**config.mk**
```make
export PLATFORM = sky130hd
export DESIGN_NAME = spm_ctrl
export DESIGN_NICKNAME = d
export VERILOG_FILES = /design/src/rtl/spm_ctrl.sv
export SDC_FILE = /design/constraint.sdc
export NUM_CORES = 1
export LEC_CHECK = 0
export ABC_CLOCK_PERIOD_IN_PS = 1900
export CAP_MARGIN = 20
export CORE_UTILIZATION = 46
export CTS_BUF_LIST = sky130_fd_sc_hd__clkbuf_16
export CTS_CLUSTER_SIZE = 25
export DETAILED_ROUTE_END_ITERATION = 8
export GPL_TIMING_DRIVEN = 0
export PLACE_DENSITY = 0.83
export SETUP_SLACK_MARGIN = 0.05
export SLEW_MARGIN = 20
export SYNTH_ARGS = -nofsm -noshare
export SYNTH_HDL_FRONTEND = slang
export SYNTH_SLANG_ARGS = --single-unit
```
**constraint.sdc**
```tcl
create_clock -name clk -period 1.9 [get_ports clk]
set_clock_uncertainty 0.15 [all_clocks]
set_input_delay 0.38 -clock clk [delete_from_list [all_inputs] [get_ports clk]]
set_output_delay 0.38 -clock clk [all_outputs]
set_load 0.02 [all_outputs]
```
**src/rtl/spm_ctrl.sv**
```systemverilog
// spm_ctrl: sequencer around an external serial-parallel multiplier (SPM).
// Captures a signed operand pair on start, clears the SPM, holds the
// multiplicand on the parallel input, streams the sign-extended multiplier
// LSB-first, and deserialises the 2*WIDTH-bit serial product.
module spm_ctrl #(
   parameter int WIDTH   = 8,
   parameter int SPM_LAT = 1
) (
   input  logic                 clk,
   input  logic                 rst,
   input  logic                 start,
   input  logic [WIDTH-1:0]     mcand,
   input  logic [WIDTH-1:0]     mplier,
   output logic                 busy,
   output logic                 done,
   output logic [2*WIDTH-1:0]   product,
   output logic [WIDTH-1:0]     spm_x,
   output logic                 spm_y,
   output logic                 spm_clr,
   input  logic                 spm_p
);

   // Last SHIFT count: 2*WIDTH product bits plus the SPM pipeline delay.
   localparam int LAST  = 2*WIDTH + SPM_LAT - 1;
   localparam int CNT_W = (LAST > 0) ? $clog2(LAST + 1) : 1;

   localparam logic [31:0] LAST_U  = 32'(LAST);
   localparam logic [31:0] W_U     = 32'(WIDTH);
   localparam logic [31:0] WM1_U   = 32'(WIDTH - 1);
   localparam logic [31:0] W2_U    = 32'(2*WIDTH);

   typedef enum logic [1:0] {
      S_IDLE  = 2'd0,
      S_CLEAR = 2'd1,
      S_SHIFT = 2'd2
   } state_t;

   state_t               state_q, state_d;
   logic [CNT_W-1:0]     cnt_q, cnt_d;
   logic [WIDTH-1:0]     xreg_q, xreg_d;
   logic [WIDTH-1:0]     yreg_q, yreg_d;
   logic [2*WIDTH-1:0]   cap_q, cap_d;
   logic [2*WIDTH-1:0]   product_q, product_d;
   logic                 done_q, done_d;

   logic [31:0]          cnt_ext;
   logic                 cap_en;

   assign cnt_ext = 32'(cnt_q);

   // Product bits start arriving SPM_LAT cycles into SHIFT.
   generate
      if (SPM_LAT == 0) begin : g_cap_always
         assign cap_en = 1'b1;
      end else begin : g_cap_delayed
         assign cap_en = (cnt_ext >= 32'(SPM_LAT));
      end
   endgenerate

   // State and datapath registers with synchronous reset.
   always_ff @(posedge clk) begin
      if (rst) begin
         state_q   <= S_IDLE;
         cnt_q     <= '0;
         xreg_q    <= '0;
         yreg_q    <= '0;
         cap_q     <= '0;
         product_q <= '0;
         done_q    <= 1'b0;
      end else begin
         state_q   <= state_d;
         cnt_q     <= cnt_d;
         xreg_q    <= xreg_d;
         yreg_q    <= yreg_d;
         cap_q     <= cap_d;
         product_q <= product_d;
         done_q    <= done_d;
      end
   end

   // Next-state logic and SPM-facing outputs.
   always_comb begin
      state_d   = state_q;
      cnt_d     = cnt_q;
      xreg_d    = xreg_q;
      yreg_d    = yreg_q;
      cap_d     = cap_q;
      product_d = product_q;
      done_d    = 1'b0;
      busy      = 1'b0;
      spm_clr   = 1'b0;
      spm_y     = 1'b0;

      case (state_q)
         S_IDLE: begin
            if (start) begin
               xreg_d  = mcand;
               yreg_d  = mplier;
               state_d = S_CLEAR;
            end
         end

         S_CLEAR: begin
            busy    = 1'b1;
            spm_clr = 1'b1;
            cnt_d   = '0;
            cap_d   = '0;
            state_d = S_SHIFT;
         end

         S_SHIFT: begin
            busy = 1'b1;
            // Multiplier bits LSB-first, then its sign for the upper half.
            if (cnt_ext < W_U) begin
               spm_y = yreg_q[0];
            end else if (cnt_ext < W2_U) begin
               spm_y = yreg_q[WIDTH-1];
            end else begin
               spm_y = 1'b0;
            end

            // Arithmetic shift keeps the sign bit in place for the extension.
            if (cnt_ext < WM1_U) begin
               yreg_d = {yreg_q[WIDTH-1], yreg_q[WIDTH-1:1]};
            end

            // Serial product enters at the top; first bit ends up at bit 0.
            if (cap_en) begin
               cap_d = {spm_p, cap_q[2*WIDTH-1:1]};
            end

            if (cnt_ext == LAST_U) begin
               state_d   = S_IDLE;
               product_d = cap_d;
               done_d    = 1'b1;
            end else begin
               cnt_d = cnt_q + CNT_W'(1);
            end
         end

         default: begin
            state_d = S_IDLE;
         end
      endcase
   end

   assign spm_x   = xreg_q;
   assign done    = done_q;
   assign product = product_q;

endmodule

```
==> results of run 1 <==
flip-flops by register name, indices dropped and copies added, names as in the netlist:
signal,flops
spm_x,8
done,1
product,16
cap_q,15
cnt_q,5
state_q,2
yreg_q,8
what timing repair did:
action | in CTS | in global routing
buffers inserted | 4 | 5
setup endpoints to repair | 42 | 42
pin swaps | 1 | 3
gates resized for setup | 28 | 24
critical path, delay by kind of cell (launching register included):
family | cells | cell delay [ps]
buf+inv | 3 | 360
fa+ha+maj | 1 | 340
flops | 1 | 330
layer usage:
metal / vias to the layer above / GRT usage [%] / share of wire, %
met3: 12 / 4.20 / 5.1
met5: - / 0 / 0
met4: 0 / 6.84 / 1.7
li1: 1058 / - / -
met2: 76 / 37.4 / 48
met1: 1039 / 29.9 / 45
worst min-delay path by stage:
stage | end | start | slack [ps]
global placement | spm_x[2] | spm_x[2] | 290
global route | spm_x[2] | spm_x[2] | 330
detailed placement | spm_x[2] | spm_x[2] | 300
finish | spm_x[7] | spm_x[7] | 300
CTS | spm_x[2] | spm_x[2] | 310
floorplan | yreg_q[1] | yreg_q[1] | 280
metrics by stage:
stage	cell area [sq um]	setup slack (ps)	std cells	hold WS (ps)	utilization, %
floorplan	2390	95.3	262	285	-
global placement	2930	-441	375	293	60.4
detailed placement	2930	-459	375	297	60.4
CTS	3170	20.4	386	307	65.4
global route	3240	3.46	389	332	66.8
finish	3240	44.8	389	304	66.8
logic make-up after synthesis:
| kind of cell | count (synthesis) | share of synthesized area, % |
|---|---|---|
| adders and majority gates | 7 | 3.68 |
| AOI/OAI and AO/OA | 75 | 22.2 |
| DFF | 55 | 46.2 |
| and+or+nand+nor | 81 | 16.1 |
| buffers and inverters | 29 | 5.15 |
| muxes | 15 | 6.67 |
power by group through the flow:
| stage | clock [mW] | sequential (mW) | combinational [mW] |
|---|---|---|---|
| 3_3_place_gp | 0 | 1.35 | 1.06 |
| 6_report | 1.02 | 1.34 | 1.29 |
| 5_1_grt | 1.07 | 1.35 | 1.37 |
| 2_1_floorplan | 0 | 1.38 | 0.744 |
| 3_5_place_dp | 0 | 1.36 | 1.08 |
| 4_1_cts | 1.03 | 1.34 | 1.19 |
final cells by class:
cell class / instances / area [sq um]
buffer: 20 / 114
clock buffer: 5 / 125
clock inverter: 2 / 37.5
fill: 375 / 1610
inverter: 7 / 28.8
multi-input combinational: 178 / 1200
sequential: 55 / 1110
tap: 67 / 83.8
timing repair buffer: 55 / 541
cell usage in the layout, fill, tap and decap left out, types with 2 or more instances in the layout:
master,instances
dfxtp_1,49
clkdlybuf4s50_1,43
nand2_1,40
a21oi_1,29
nand3_1,23
o21ai_0,17
o22ai_2,11
buf_4,10
mux2i_1,8
clkbuf_1,8
clkbuf_2,7
mux2_2,7
nor3_1,6
clkbuf_16,5
dfxtp_2,5
inv_1,4
ha_1,4
o31ai_1,3
nand4_1,3
a211oi_1,3
o22ai_1,3
inv_2,2
buf_2,2
o2111ai_1,2
buf_6,2
buf_12,2
ha_2,2
==> flow_summary_export.csv, run 1 <==
group,metric,value,unit
power,swShare,31.9,%
power,finalPower,3.65,mW
power,power.internal,2.49,mW
clock_tree,clkSinkCount,55,
yosys,synth_ff_type,"dfxtp_1",
min_path,min_path_type,"reg2reg",
critical_path,cp_max_fo,3,
yosys,ys_ff_latch,55,
die,dieArea,0.00547,sq mm
min_path,hold_depth,2,
die,die_h,73.9,um
grt,grt_max_degree,17,
finish,syn_to_final_growth,36.0,%
place,port_buffers,46,
clock_tree,numCtsBuffers,5,
die,num_io_pins,48,
critical_path,endpoint,"busy",
power,p_leak,1.12,nW
clock_tree,cts_hold_buf,0,
timing,rsz0062_at_grt,"true",
critical_path,timing.critical_path.from,"state_q[0]",
critical_path,cpPeakStageDelay,340,ps
critical_path,slowest_stage,"ha_1",
run_status,status,"finished, final reports clean",
timing,hold_viol,0,
grt,grt_pass1_vias,1988,
die,die_x,73.9,um
power,pwr-share-seq,36.7,%
timing,fmax,539,MHz
finish,drive_gt1_share,21.1,%
yosys,syn_area_per_cell,9.09,sq um
drt,num_vias,2185,
run,maxCapViolCount,0,
yosys,synth_warnings,0,
yosys,synthDominantCellAreaShare,46.2,%
power,vdd_drop_max,609,uV
timing,period_needed,1860,ps
yosys,synth_cells,262,
yosys,synthDistinctLibCells,36,
die,start_util,49.1,%
grt,antenna_found_initial,0,
power,power.switching,1.16,mW
critical_path,crit_top_cell,"buf_4",
timing,fin_crit_sh,97.6,%
clock_tree,cts_tree,"yes",
yosys,synthTopCellsByArea,"dfxtp_1 46%, nand2_1 6.3%, a21oi_1 6.1%",
timing,fin_tns_setup,0,ps
yosys,yosysSeqAreaShare,46.2,%
yosys,netlist_top_cells_count,"55 x dfxtp_1, 40 x nand2_1, 29 x a21oi_1",
critical_path,ff2ff_path_depth,4,
drt,postRouteAntennaNets,0,
critical_path,critPathRequiredTime,1370,ps
drt,wl_per_cell,15.3,um
grt,grt_pass1_wl,9470,um
clock_tree,clkLatencyLatePin,290,ps
finish,fin_nets,349,
place,place.gp.congestion,0.809,
yosys,yosys.area.top_type,"dfxtp_1",
timing,slew_headroom,61.4,%
finish,antenna_cells,0,
yosys,async_reset_ff_share,0,%
critical_path,r2r-end,"product[15]",
critical_path,critPathKind,"reg2out",
drt,drt_iter0_drc,158,
yosys,synth.most_common_cell,"dfxtp_1",
clock_tree,ctsHtreeMaxLevel,2,
yosys,synth_fp_nets,289,
grt,gr-total-overflow,0,
grt,grt_use_total,22.6,%
yosys,synth_edf_count,0,
place,place_hpwl,3940,um
drt,viasPerCell,5.62,
critical_path,crit_chain,"inv_2 > buf_4 > ha_1 > buf_4",
timing,tightest_slew,578,ps
drt,drt_pre_antenna_iters,4,
critical_path,endpoint_kind,"primary output",
critical_path,arrival,1330,ps
power,p_comb_share,35.5,%
die,core-area,0.00485,sq mm
yosys,syn_area,0.00238,sq mm
critical_path,rr_startpoint,"cnt_q[1]",
timing,maxSlewViolCount,0,
drt,wl,5970,um
critical_path,r2r_setup_slack,50,ps
timing,setup_viol,0,
clock_tree,path_clk_slew,70,ps
critical_path,critical_path.startpoint_type,"register",
clock_tree,clockBufferDepth,2,
drt,drc,0,
die,core.rowCount,25,
power,p_clk_share,27.8,%
clock_tree,cts_root_buffer,"clkbuf_16",
power,power.density,1130,mW/mm^2
No activity file was read; power rests on OpenSTA's default activity.
==> run 2: changes to the inputs <==
Settings changed: CORE_MARGIN set to 2, GPL_TIMING_DRIVEN 0 to not set, RECOVER_POWER set to 25.
==> run 2 against run 1 <==
Wire length shrank 4.3%. Via count shrank 2.6%. Non-clock buffer count shrank 8. Critical path depth grew 2. Largest power group unchanged. Cell count shrank 0.77%. Worst hold slack lost 1.7 ps. Clock-buffer cell count is the same. Sequential power is essentially flat. Setup slack lost 15 ps. Critical endpoint is now state_q[1]. Sequential share of layout area grew 0.39 points. Die area grew 5.5%.
==> flow_summary_export.csv, run 2 (same netlist as run 1, synthesis figures left out) <==
group,metric,value,unit
run_status,status,"finished, final reports clean",
finish,drive_gt1_share,17.4,%
critical_path,cpPeakStageDelay,410,ps
drt,postRouteAntennaNets,0,
place,dp_slack,-57.9,ps
finish,largest_reg_flops,16,
finish,final_common_cell,"dfxtp_1",
critical_path,rr_startpoint,"state_q[1]",
clock_tree,path_clk_slew,70,ps
timing,layout_setup_ws,29.9,ps
power,vdd_drop_max,759,uV
finish,final_area,0.00319,sq mm
clock_tree,cts_root_buffer,"clkbuf_16",
finish,fin_nets,342,
die,num_io_pins,48,
grt,grt_max_degree,35,
clock_tree,clkSinkCount,55,
grt,gr-total-overflow,0,
critical_path,endpoint_kind,"register",
critical_path,critPathKind,"reg2reg",
timing,fin_crit_sh,98.4,%
finish,layout.cells.most_common_list,"53 x dfxtp_1, 44 x clkdlybuf4s50_1, 40 x nand2_1",
critical_path,r2r-end,"state_q[1]",
timing,rsz0062_at_grt,"true",
clock_tree,numCtsBuffers,5,
finish,syn_to_final_growth,33.9,%
critical_path,arrival,1880,ps
min_path,hold_depth,2,
die,dieArea,0.00577,sq mm
run,maxCapViolCount,0,
drt,wl_per_cell,14.8,um
power,power.internal,2.30,mW
power,p_comb_share,35.3,%
finish,seqCellArea,0.00111,sq mm
grt,grt_use_total,18.5,%
timing,setup_viol,0,
drt,viasPerCell,5.51,
drt,drt_iter0_drc,210,
drt,drt_pre_antenna_iters,4,
finish,antenna_cells,0,
critical_path,cpLargestDelayFamily,"compound AO/OA/AOI/OAI gates",
die,die_x,75.9,um
clock_tree,clkLatencyLatePin,290,ps
place,place_hpwl,3610,um
timing,slew_headroom,70.1,%
place,place.gp.congestion,0.771,
power,power.switching,1.19,mW
critical_path,slowest_stage,"a21boi_0",
critical_path,crit_chain,"inv_1 > ha_1 > nand2b_1 > clkbuf_1 > a21boi_0 > o31ai_1",
grt,grt_pass1_wl,8940,um
grt,grt_pass1_vias,1894,
clock_tree,cts_hold_buf,0,
power,p_clk_share,26.4,%
timing,period_needed,1870,ps
min_path,hold_end,"spm_x[5]",
place,place_area,0.00301,sq mm
clock_tree,clockBufferDepth,2,
timing,hold_viol,0,
timing,fmax,535,MHz
place,port_buffers,47,
timing,maxSlewViolCount,0,
critical_path,critical_path.startpoint_type,"register",
finish,fill_cells,418,
power,swShare,34.1,%
min_path,min_path_type,"reg2reg",
power,power.density,1090,mW/mm^2
min_path,hp-start,"spm_x[5]",
finish,multi_input_area,0.00120,sq mm
die,core-area,0.00504,sq mm
critical_path,cp_max_fo,4,
clock_tree,ctsHtreeMaxLevel,2,
die,core.rowCount,26,
critical_path,r2r_setup_slack,30,ps
timing,tightest_slew,445,ps
drt,num_vias,2128,
clock_tree,cts_tree,"yes",
critical_path,worst-path-buf-inv,2,
die,die_h,75.9,um
die,start_util,47.2,%
grt,antenna_found_initial,0,
critical_path,ff2ff_path_depth,6,
critical_path,critPathRequiredTime,1910,ps
power,pwr-share-seq,38.3,%
drt,wl,5710,um
drt,drc,0,
power,p_leak,1.11,nW
[run 2: changes by cell type in the layout (fill, tap and decap cells not counted), sizes merged]
cell,change
clkinv,+1
bufinv,-1
clkinvlp,-1
o31a,+1
buf,+1
clkdlybuf4s50,+1
inv,+2
clkbuf,-10
[run 2: metal layers]
| layer | part of all wire, % | vias up | global-route usage [%] |
|---|---|---|---|
| li1 | - | 1044 | - |
| met3 | 4.3 | 10 | 3.45 |
| met4 | 1.6 | 0 | 7.27 |
| met5 | 0 | - | 0 |
| met2 | 50 | 53 | 31.8 |
| met1 | 44 | 1021 | 23.0 |
[run 2: layout make-up]
| type | count | share of cell area [%] |
|---|---|---|
| multi-input cells | 179 | 37.6 |
| clock buffers | 5 | 3.92 |
| inverters | 7 | 0.824 |
| flip-flops and latches | 55 | 34.7 |
| repair buffers | 67 | 19.5 |
| clock inverters | 3 | 0.706 |
| well taps | 70 | 2.75 |
[run 2: timing repair]
action / 4_1_cts / 5_1_grt
endpoints found under the setup margin: 3 / 28
setup buffers: 0 / 1
pin swaps: 0 / 2
gates resized for setup: 8 / 16
gates cloned: 0 / 1
[run 2: worst min-delay path, cell delays in order, from the launching register on]
cell	delay [ps]
dfxtp_1	310
nand2_1	50
a21oi_1	50
[run 2: stage by stage]
| stage | instances | power (mW) | TNS, ps | hold slack [ps] | utilization [%] |
|---|---|---|---|---|---|
| 2_1_floorplan | 262 | 2.12 | 0 | 285 | - |
| 4_1_cts | 384 | 3.41 | 0 | 308 | 62.5 |
| 3_3_place_gp | 376 | 2.46 | -11.0 | 292 | 59.7 |
| 3_5_place_dp | 376 | 2.50 | -57.9 | 298 | 59.7 |
| 5_1_grt | 386 | 3.65 | -40.4 | 320 | 63.2 |
| 6_report | 386 | 3.49 | 0 | 303 | 63.2 |
[run 2: worst max-delay path by stage]
stage / from / to / slack [ps] / cells after the start
4_1_cts: state_q[0] / yreg_q[4] / 50 / 7
3_5_place_dp: state_q[0] / spm_y / -60 / 5
6_report: state_q[1] / state_q[1] / 30 / 6
5_1_grt: state_q[1] / state_q[1] / -20 / 6
2_1_floorplan: cnt_q[1] / cap_q[10] / 100 / 6
3_3_place_gp: state_q[0] / spm_y / -10 / 5
[run 2: power groups by stage]
stage | sequential (mW) | combinational [mW] | clock [mW]
3_3_place_gp | 1.35 | 1.11 | 0
6_report | 1.33 | 1.23 | 0.920
5_1_grt | 1.35 | 1.32 | 0.982
3_5_place_dp | 1.36 | 1.14 | 0
2_1_floorplan | 1.38 | 0.744 | 0
4_1_cts | 1.33 | 1.14 | 0.941
